<file path="config.mk">
export PLATFORM = sky130hd
export DESIGN_NAME = fust_scalar_table
export DESIGN_NICKNAME = d
export VERILOG_FILES = /design/src/rtl/fust_scalar_table.sv
export SDC_FILE = /design/constraint.sdc
export NUM_CORES = 1
export LEC_CHECK = 0
export CAP_MARGIN = 20
export CORE_MARGIN = 5
export CORE_UTILIZATION = 42
export CTS_BUF_LIST = sky130_fd_sc_hd__clkbuf_8
export DETAILED_ROUTE_END_ITERATION = 12
export PLACE_DENSITY = 0.8
export SLEW_MARGIN = 20
export SYNTH_ARGS = -nofsm -noshare
export SYNTH_HDL_FRONTEND = slang
export SYNTH_SLANG_ARGS = --single-unit
</file>
<file path="constraint.sdc">
create_clock -name CLK -period 2.3 [get_ports CLK]
set_clock_uncertainty 0.2 [all_clocks]
set_input_delay 0.345 -clock CLK [delete_from_list [all_inputs] [get_ports CLK]]
set_output_delay 0.345 -clock CLK [all_outputs]
set_load 0.05 [all_outputs]
</file>
<file path="src/rtl/fust_scalar_table.sv">
// Scalar functional-unit status table: one row per FU tracking operand producer tags,
// waking rows on writeback and presenting ready rows to their FU for issue.
module fust_scalar_table #(
    parameter int NUM_FU = 3,
    parameter int TAG_W  = 2,
    parameter int REG_W  = 5,
    parameter int OP_W   = 4
) (
    input  logic                      CLK,
    input  logic                      RST,
    input  logic                      flush,
    input  logic                      freeze,
    input  logic                      disp_en,
    input  logic [TAG_W-1:0]          disp_fu,
    input  logic [OP_W-1:0]           disp_op,
    input  logic [REG_W-1:0]          disp_rd,
    input  logic [REG_W-1:0]          disp_rs1,
    input  logic [REG_W-1:0]          disp_rs2,
    input  logic [TAG_W-1:0]          disp_t1,
    input  logic [TAG_W-1:0]          disp_t2,
    input  logic                      wb_en,
    input  logic [TAG_W-1:0]          wb_tag,
    input  logic [NUM_FU-1:0]         fu_ready,
    output logic [NUM_FU-1:0]         busy,
    output logic [NUM_FU*2-1:0]       state,
    output logic [NUM_FU*TAG_W-1:0]   t1_out,
    output logic [NUM_FU*TAG_W-1:0]   t2_out,
    output logic [NUM_FU-1:0]         issue_valid,
    output logic [NUM_FU*OP_W-1:0]    issue_op,
    output logic [NUM_FU*REG_W-1:0]   issue_rd,
    output logic [NUM_FU*REG_W-1:0]   issue_rs1,
    output logic [NUM_FU*REG_W-1:0]   issue_rs2,
    output logic                      disp_err
);

    typedef enum logic [1:0] {
        IDLE  = 2'd0,
        WAIT  = 2'd1,
        READY = 2'd2,
        EXEC  = 2'd3
    } row_state_e;

    row_state_e       state_q [NUM_FU];
    row_state_e       state_d [NUM_FU];
    logic [TAG_W-1:0] t1_q    [NUM_FU];
    logic [TAG_W-1:0] t1_d    [NUM_FU];
    logic [TAG_W-1:0] t2_q    [NUM_FU];
    logic [TAG_W-1:0] t2_d    [NUM_FU];
    logic [OP_W-1:0]  op_q    [NUM_FU];
    logic [OP_W-1:0]  op_d    [NUM_FU];
    logic [REG_W-1:0] rd_q    [NUM_FU];
    logic [REG_W-1:0] rd_d    [NUM_FU];
    logic [REG_W-1:0] rs1_q   [NUM_FU];
    logic [REG_W-1:0] rs1_d   [NUM_FU];
    logic [REG_W-1:0] rs2_q   [NUM_FU];
    logic [REG_W-1:0] rs2_d   [NUM_FU];
    logic             disp_err_q;
    logic             disp_err_d;

    logic             wb_hit;
    logic             disp_in_range;
    logic             disp_row_idle;
    logic             disp_accept;
    logic [TAG_W-1:0] t1_in;
    logic [TAG_W-1:0] t2_in;

    // Decode writeback validity and dispatch acceptance; incoming tags produced by the
    // completing FU this very cycle are bypassed to ready.
    always_comb begin
        wb_hit        = wb_en && (wb_tag != '0) && (int'(wb_tag) <= NUM_FU);
        disp_in_range = int'(disp_fu) < NUM_FU;
        disp_row_idle = 1'b0;
        for (int k = 0; k < NUM_FU; k++) begin
            if (disp_fu == TAG_W'(k) && state_q[k] == IDLE) begin
                disp_row_idle = 1'b1;
            end
        end
        disp_accept = disp_en && !freeze && !flush && disp_in_range && disp_row_idle;
        disp_err_d  = disp_en && !disp_accept;
        t1_in       = (wb_hit && disp_t1 == wb_tag) ? '0 : disp_t1;
        t2_in       = (wb_hit && disp_t2 == wb_tag) ? '0 : disp_t2;
    end

    always_comb begin
        for (int k = 0; k < NUM_FU; k++) begin
            state_d[k] = state_q[k];
            op_d[k]    = op_q[k];
            rd_d[k]    = rd_q[k];
            rs1_d[k]   = rs1_q[k];
            rs2_d[k]   = rs2_q[k];
            t1_d[k]    = (wb_hit && t1_q[k] == wb_tag) ? '0 : t1_q[k];
            t2_d[k]    = (wb_hit && t2_q[k] == wb_tag) ? '0 : t2_q[k];
            case (state_q[k])
                IDLE: begin
                    if (disp_accept && disp_fu == TAG_W'(k)) begin
                        op_d[k]    = disp_op;
                        rd_d[k]    = disp_rd;
                        rs1_d[k]   = disp_rs1;
                        rs2_d[k]   = disp_rs2;
                        t1_d[k]    = t1_in;
                        t2_d[k]    = t2_in;
                        state_d[k] = (t1_in == '0 && t2_in == '0) ? READY : WAIT;
                    end
                end
                WAIT: begin
                    if (flush) begin
                        state_d[k] = IDLE;
                        t1_d[k]    = '0;
                        t2_d[k]    = '0;
                    end else if (t1_q[k] == '0 && t2_q[k] == '0) begin
                        state_d[k] = READY;
                    end
                end
                READY: begin
                    if (flush) begin
                        state_d[k] = IDLE;
                        t1_d[k]    = '0;
                        t2_d[k]    = '0;
                    end else if (!freeze && fu_ready[k]) begin
                        state_d[k] = EXEC;
                    end
                end
                EXEC: begin
                    // In-flight work is never squashed; only its own writeback retires it.
                    if (wb_hit && wb_tag == TAG_W'(k + 1)) begin
                        state_d[k] = IDLE;
                    end
                end
                default: state_d[k] = IDLE;
            endcase
        end
    end

    always_ff @(posedge CLK) begin
        if (RST) begin
            for (int k = 0; k < NUM_FU; k++) begin
                state_q[k] <= IDLE;
                t1_q[k]    <= '0;
                t2_q[k]    <= '0;
                op_q[k]    <= '0;
                rd_q[k]    <= '0;
                rs1_q[k]   <= '0;
                rs2_q[k]   <= '0;
            end
            disp_err_q <= 1'b0;
        end else begin
            for (int k = 0; k < NUM_FU; k++) begin
                state_q[k] <= state_d[k];
                t1_q[k]    <= t1_d[k];
                t2_q[k]    <= t2_d[k];
                op_q[k]    <= op_d[k];
                rd_q[k]    <= rd_d[k];
                rs1_q[k]   <= rs1_d[k];
                rs2_q[k]   <= rs2_d[k];
            end
            disp_err_q <= disp_err_d;
        end
    end

    always_comb begin
        busy        = '0;
        state       = '0;
        t1_out      = '0;
        t2_out      = '0;
        issue_valid = '0;
        issue_op    = '0;
        issue_rd    = '0;
        issue_rs1   = '0;
        issue_rs2   = '0;
        for (int k = 0; k < NUM_FU; k++) begin
            busy[k]                   = state_q[k] != IDLE;
            state[2*k +: 2]           = state_q[k];
            t1_out[TAG_W*k +: TAG_W]  = t1_q[k];
            t2_out[TAG_W*k +: TAG_W]  = t2_q[k];
            issue_valid[k]            = (state_q[k] == READY) && !freeze;
            issue_op[OP_W*k +: OP_W]  = op_q[k];
            issue_rd[REG_W*k +: REG_W]  = rd_q[k];
            issue_rs1[REG_W*k +: REG_W] = rs1_q[k];
            issue_rs2[REG_W*k +: REG_W] = rs2_q[k];
        end
        disp_err = disp_err_q;
    end

endmodule
</file>
==> reports/qor.csv, run 1 <==
stage,metric,value,unit
power_and_ir_drop,Max VDD drop,0.556,mV
die,Die Width,103,um
global_route,first-pass GRT wire length,18100,um
sta,RSZ-0062 raised after global routing,false,
route,DR vias/cell,5.36,
clock_tree,post-CTS sizing,0,
route,DR vias,3801,
logic_synthesis,register area share after synthesis,41.8,%
clock_tree,TritonCTS clock tree,yes,
logic_synthesis,mapped cell area,3640,um2
route,routed len/inst,16.0,um
logic_synthesis,post-synth cell types,50,
power_and_ir_drop,leakage power,1.99,nW
route,Initial DRC Count,183,
logic_synthesis,post-synth top area share,41.8,%
sta,setup violators final,0,
sta,setup ws final,0.0918,ns
clock_tree,Num CTS Buffers,9,
die,starting density of the core,42.3,%
sta,worst-margin pin slew,0.531,ns
die,Core ar.,8590,um2
critical_path,Reg2Reg Depth,7,
critical_path,cell family with most CP delay,buffers and inverters,
clock_tree,CTS sink cnt,76,
die,die height,103,um
sta,Final Hold Vio Count,0,
place,Final Wtd Congestion,0.917,
layout,diode count,0,
route,Post-DRT Antenna Nets,0,
die,IO Pins,118,
place,IO Port Bufs,117,
clock_tree,postcts setup bufs,0,
critical_path,worst reg2reg startpoint,state_q[0][4],
place,Placed Area,5140,um2
outcome,run status,finished clean,
logic_synthesis,Post-synth ARST share,0,%
critical_path,CP endpoint kind,output port,
die,DIE AREA,10600,um2
clock_tree,later-pin clock latency in the skew report,0.35,ns
sta,setup TNS,0,ns
place,hpwl dp,8530,um
clock_tree,maximum clock path buffer count,2,
critical_path,critical path capture point,t2_out[0],
global_route,GRT Util Overall,21.6,%
critical_path,Worst Setup SP,t2_q[0][0],
logic_synthesis,"area leader, netlist",dfxtp_1,
critical_path,required time worst endpoint,1.75,ns
logic_synthesis,"Primary FF master, synth",dfxtp_1,
route,final WL,11400,um
global_route,number of global-route vias before repair,3710,
critical_path,CP arrival,1.66,ns
clock_tree,hold_buf cts,0,
hold_path,Min-Delay Path Class,input port to register,
route,iteration count of the initial detailed-routing pass,5,
clock_tree,clk root buf,clkbuf_8,
global_route,largest net degree at the start of global routing,40,
sta,FMAX,453,MHz
logic_synthesis,#FFs+latches synth,76,
clock_tree,clock transition at the registers of the reported paths,0.08,ns
job,max cap viols,0,
critical_path,CP Launch Type,register,
critical_path,FF-to-FF End,t2_q[0][5],
logic_synthesis,Syn. warnings,0,
layout,Nets,646,
logic_synthesis,Synth area leaders,"dfxtp_1 (42%), nand2_1 (13%), a21oi_1 (10%)",
layout,final core occ,62.6,%
critical_path,CP Buf/Inv Count,1,
power_and_ir_drop,Power Density,769,nW/um2
layout,Synth-to-Final Area Change,47.9,%
critical_path,Setup CP Type,register to output port,
logic_synthesis,syn avg cell area,7.87,um2
layout,layout cells sized above 1,11.8,%
sta,Final Cycle Share,96.0,%
critical_path,CP Cell Sequence,clkdlybuf4s50_1,
die,FP Rows,34,
logic_synthesis,cell count after synthesis,462,
sta,fin crit period,2.21,ns
sta,fin. max-slew vios,0,
global_route,initial antenna violation count,0,
critical_path,slowest cell on the critical path,clkdlybuf4s50_1,
logic_synthesis,Post-synth EDFFs,0,
layout,final non-filler cell area,5380,um2
place,pre-CTS setup slack,-0.0685,ns
global_route,total gr overflow,0,
critical_path,crit path max fanout,7,
sta,slew margin rel.,64.2,%
critical_path,R2R setup slack,0.23,ns
route,DRC viols,0,
logic_synthesis,synthesized net count,512,
clock_tree,H-tree depth,3,
critical_path,CP peak stage delay,0.86,ns
critical_path,CP Depth,1,
[cell usage after synthesis, types with 3 or more instances]
| cell | number |
|---|---|
| or4_1 | 3 |
| nand3_1 | 3 |
| ha_1 | 14 |
| or2_2 | 4 |
| o21ai_1 | 10 |
| o22ai_1 | 3 |
| inv_1 | 11 |
| buf_2 | 11 |
| xor2_1 | 16 |
| nor2b_1 | 6 |
| o21ai_0 | 10 |
| nand3b_1 | 3 |
| clkbuf_1 | 12 |
| nand2b_1 | 3 |
| nor3_1 | 7 |
| a21oi_1 | 74 |
| a211oi_1 | 10 |
| dfxtp_1 | 76 |
| nor2_1 | 17 |
| nand2_1 | 125 |
| o211ai_1 | 6 |
[routing by layer]
layer  vias to the layer above  part of all wire (%)  GRT usage [%]
li1                       1839                     -              -
met1                      1781                    42           27.8
met2                       157                    49           35.6
met3                        24                   7.3           3.92
met4                         0                   1.8           8.76
met5                         -                     0              0
[area by class of cell]
| type | instances | area [um2] |
|---|---|---|
| inverter | 12 | 45.0 |
| multi-input combinational | 346 | 1920 |
| timing repair buffer | 151 | 1520 |
| sequential | 76 | 1520 |
| clock inverter | 6 | 93.8 |
| clock buffer | 10 | 138 |
| tap | 108 | 135 |
| fill | 735 | 3210 |
[state kept, by name, indices dropped and copies added, names as in the netlist]
signal    flops
state_q       6
op_q         12
rd_q         15
rs2_q        15
rs1_q        15
disp_err      1
t1_q          6
t2_q          6
[where the power goes]
part	total [mW]	switching, mW	internal [mW]
logic	1.53	0.929	0.597
clock network	1.17	0.523	0.650
registers	1.44	0.0589	1.38
total	4.14	1.51	2.63
[worst min path at each step]
stage	startpoint	endpoint	cells past startpoint
2_1_floorplan	disp_op[2]	op_q[0][10]	2
3_3_place_gp	rs2_q[0][8]	rs2_q[0][8]	2
3_5_place_dp	rs1_q[0][13]	rs1_q[0][13]	2
4_1_cts	RST	t1_q[0][0]	2
5_1_grt	rs1_q[0][4]	rs1_q[0][4]	2
6_report	RST	t1_q[0][0]	2
[logic make-up after synthesis]
family / count (synthesis) / synth area share (%)
fa+ha+maj: 14 / 4.82
compound gates: 126 / 20.5
mux: 1 / 0.275
buf+inv: 40 / 5.30
simple gates: 189 / 23.4
flops: 76 / 41.8
xor+xnor: 16 / 3.85
[placed cells by master, fill, tap and decap left out, types with 3 or more instances in the layout]
cell type        synthesis  routed
nand2_1                125     125
clkdlybuf4s50_1          0     108
dfxtp_1                 76      76
a21oi_1                 74      74
buf_4                    1      31
nor2_1                  17      17
xor2_1                  16      16
ha_1                    14      14
inv_1                   11      11
o21ai_0                 10      10
a211oi_1                10      10
o21ai_1                 10      10
clkbuf_8                 1      10
buf_12                   0       9
nor3_1                   7       7
nor2b_1                  6       6
o211ai_1                 6       6
or2_2                    4       4
nand3_1                  3       3
nand2b_1                 3       3
or4_1                    3       3
nand3b_1                 3       3
o22ai_1                  3       3
[stage by stage]
step / std cells / power (mW) / hold WS, ns
floorplan: 462 / 2.43 / 0.281
global placement: 693 / 2.94 / 0.241
detailed placement: 693 / 2.98 / 0.248
CTS: 709 / 4.15 / 0.254
global route: 709 / 4.32 / 0.275
finish: 709 / 4.14 / 0.258
Power figures use the tool's default switching activity.
==> inputs of run 2 (changes only) <==
--- a/config.mk
+++ b/config.mk
@@ -5,7 +5,6 @@
 export SDC_FILE = /design/constraint.sdc
 export NUM_CORES = 1
 export LEC_CHECK = 0
-export CAP_MARGIN = 20
 export CORE_MARGIN = 5
 export CORE_UTILIZATION = 42
 export CTS_BUF_LIST = sky130_fd_sc_hd__clkbuf_8
@@ -15,3 +14,4 @@
 export SYNTH_ARGS = -nofsm -noshare
 export SYNTH_HDL_FRONTEND = slang
 export SYNTH_SLANG_ARGS = --single-unit
+export TNS_END_PERCENT = 10
==> results of run 2 <==
Same layout as run 1: the final DEF is identical, and so are final timing and power.
==> inputs of run 3 (changes only) <==
--- a/config.mk
+++ b/config.mk
@@ -5,11 +5,13 @@
 export SDC_FILE = /design/constraint.sdc
 export NUM_CORES = 1
 export LEC_CHECK = 0
+export CELL_PAD_IN_SITES_DETAIL_PLACEMENT = 0
+export CELL_PAD_IN_SITES_GLOBAL_PLACEMENT = 2
 export CORE_MARGIN = 5
-export CORE_UTILIZATION = 42
+export CORE_UTILIZATION = 26
 export CTS_BUF_LIST = sky130_fd_sc_hd__clkbuf_8
 export DETAILED_ROUTE_END_ITERATION = 12
-export PLACE_DENSITY = 0.8
+export PLACE_DENSITY = 0.87
 export SLEW_MARGIN = 20
 export SYNTH_ARGS = -nofsm -noshare
 export SYNTH_HDL_FRONTEND = slang
==> reports/qor.csv, run 3 (synthesized netlist as in run 1, its figures left out) <==
stage,metric,value,unit
layout,most frequent cells in the layout,"nand2_1 (125), clkdlybuf4s50_1 (106), dfxtp_1 (76)",
sta,Final Hold Vio Count,0,
die,Core ar.,13800,um2
layout,"most common cell after layout, fill and taps aside",nand2_1,
power_and_ir_drop,Tot Pwr,4.05,mW
critical_path,FF-to-FF End,state_q[0][1],
critical_path,CP arrival,1.62,ns
route,DRC viols,0,
sta,setup violators final,0,
critical_path,worst reg2reg startpoint,state_q[0][0],
power_and_ir_drop,Sw Pwr,1.53,mW
place,Final Wtd Congestion,0.853,
sta,FMAX,462,MHz
critical_path,Reg2Reg Depth,6,
die,starting density of the core,26.4,%
layout,storage element area,1520,um2
layout,Multi-input gate area,1920,um2
hold_path,worst hold start,rs2_q[0][8],
hold_path,Hold EP,rs2_q[0][8],
die,Die Width,128,um
die,DIE AREA,16400,um2
clock_tree,hold_buf cts,0,
clock_tree,Num CTS Buffers,9,
global_route,first-pass GRT wire length,19400,um
sta,setup TNS,0,ns
clock_tree,maximum clock path buffer count,2,
power_and_ir_drop,Power Density,760,nW/um2
outcome,run status,finished clean,
global_route,largest net degree at the start of global routing,77,
power_and_ir_drop,combinational share of power,38.2,%
sta,slew margin rel.,63.9,%
power_and_ir_drop,Seq pwr share,35.6,%
layout,layout cells sized above 1,10.8,%
sta,fin. max-slew vios,0,
route,DR vias/cell,4.75,
clock_tree,clock transition at the registers of the reported paths,0.08,ns
critical_path,cell family with most CP delay,buffers and inverters,
critical_path,CP Launch Type,register,
die,IO Pins,118,
job,max cap viols,0,
layout,"Cell Count, Final, Fillers Out",772,
route,routed len/inst,15.8,um
power_and_ir_drop,P_int,2.52,mW
clock_tree,later-pin clock latency in the skew report,0.36,ns
power_and_ir_drop,Max VDD drop,0.304,mV
critical_path,crit path max fanout,4,
sta,RSZ-0062 raised after global routing,false,
critical_path,Setup CP Type,register to output port,
place,IO Port Bufs,117,
critical_path,CP peak stage delay,0.84,ns
critical_path,CP Buf/Inv Count,1,
route,DRT met1 WL,5460,um
sta,fin crit period,2.16,ns
place,Placed Area,5130,um2
route,DR vias,3667,
layout,diode count,0,
layout,Nets,637,
route,met2 WL,5720,um
critical_path,CP endpoint kind,output port,
sta,worst-margin pin slew,0.540,ns
route,final WL,12200,um
critical_path,CP Cell Sequence,clkdlybuf4s50_1,
clock_tree,post-CTS sizing,0,
critical_path,R2R setup slack,0.26,ns
global_route,GRT Util Overall,15.0,%
sta,Hold Slack,0.257,ns
place,dpl cells,756,
power_and_ir_drop,leakage power,1.92,nW
layout,Synth-to-Final Area Change,46.8,%
global_route,number of global-route vias before repair,3662,
power_and_ir_drop,Net Sw Frac,37.8,%
route,WL met3,777,um
clock_tree,clk root buf,clkbuf_8,
place,hpwl dp,8900,um
route,Post-DRT Antenna Nets,0,
global_route,total gr overflow,0,
critical_path,slowest cell on the critical path,clkdlybuf4s50_1,
clock_tree,postcts setup bufs,0,
route,Initial DRC Count,160,
hold_path,Worst Hold Depth,2,
die,FP Rows,43,
route,iteration count of the initial detailed-routing pass,5,
clock_tree,TritonCTS clock tree,yes,
layout,Fill cells,1449,
sta,Final Cycle Share,94.0,%
die,die height,128,um
power_and_ir_drop,clock share of power,26.2,%
clock_tree,H-tree depth,3,
global_route,initial antenna violation count,0,
route,Max Used Layer,met4,
hold_path,Min-Delay Path Class,register to register,
layout,final non-filler cell area,5340,um2
layout,largest registers,"rd_q: 15 flops, rs1_q: 15 flops, rs2_q: 15 flops",
critical_path,required time worst endpoint,1.75,ns
clock_tree,CTS sink cnt,76,
-- run 3: cell types whose count changed in the layout (fill, tap and decap cells not counted), sizes merged --
cell	before	now
clkinv	1	2
dlymetal6s2s	2	1
clkdlybuf4s50	108	106
buf	41	35
bufinv	2	1
-- run 3: how the worst max path moves through the flow --
stage / from / endpoint / slack, ns / depth (start not counted)
2_1_floorplan: state_q[0][1] / issue_valid[0] / 0.06 / 2
3_3_place_gp: wb_tag[1] / state_q[0][4] / 0.03 / 7
3_5_place_dp: disp_en / state_q[0][3] / -0.005 / 6
4_1_cts: t2_q[0][1] / t2_out[1] / 0.03 / 1
5_1_grt: t1_q[0][3] / t1_out[3] / 0.07 / 1
6_report: t1_q[0][5] / t1_out[5] / 0.14 / 1
-- run 3: final cells by class --
type,instances,area share [%]
Clock buffer,10,2.58
Clock inverter,6,1.20
Sequential cell,76,28.5
Timing Repair Buffer,142,26.6
Inverter,12,0.844
Tap cell,180,4.22
Multi-Input combinational cell,346,36.0
-- run 3: per-layer routing --
| layer | global-route usage (%) | up-vias |
|---|---|---|
| li1 | - | 1817 |
| met1 | 18.7 | 1730 |
| met2 | 24.3 | 107 |
| met3 | 4.21 | 13 |
| met4 | 6.05 | 0 |
| met5 | 0 | - |
-- run 3: power groups by stage --
stage / combinational (mW) / clock [mW] / sequential (mW)
finish: 1.55 / 1.06 / 1.44
global route: 1.66 / 1.16 / 1.46
CTS: 1.56 / 1.11 / 1.44
detailed placement: 1.55 / 0 / 1.47
global placement: 1.54 / 0 / 1.47
floorplan: 0.753 / 0 / 1.67
-- run 3: metrics by stage --
step	utilization, %	worst slack (ns)
final	38.7	0.137
after global routing	38.7	0.0749
after CTS	38.7	0.0305
after detailed placement	37.3	-0.00519
after global placement	37.3	0.0347
after floorplan	-	0.0552
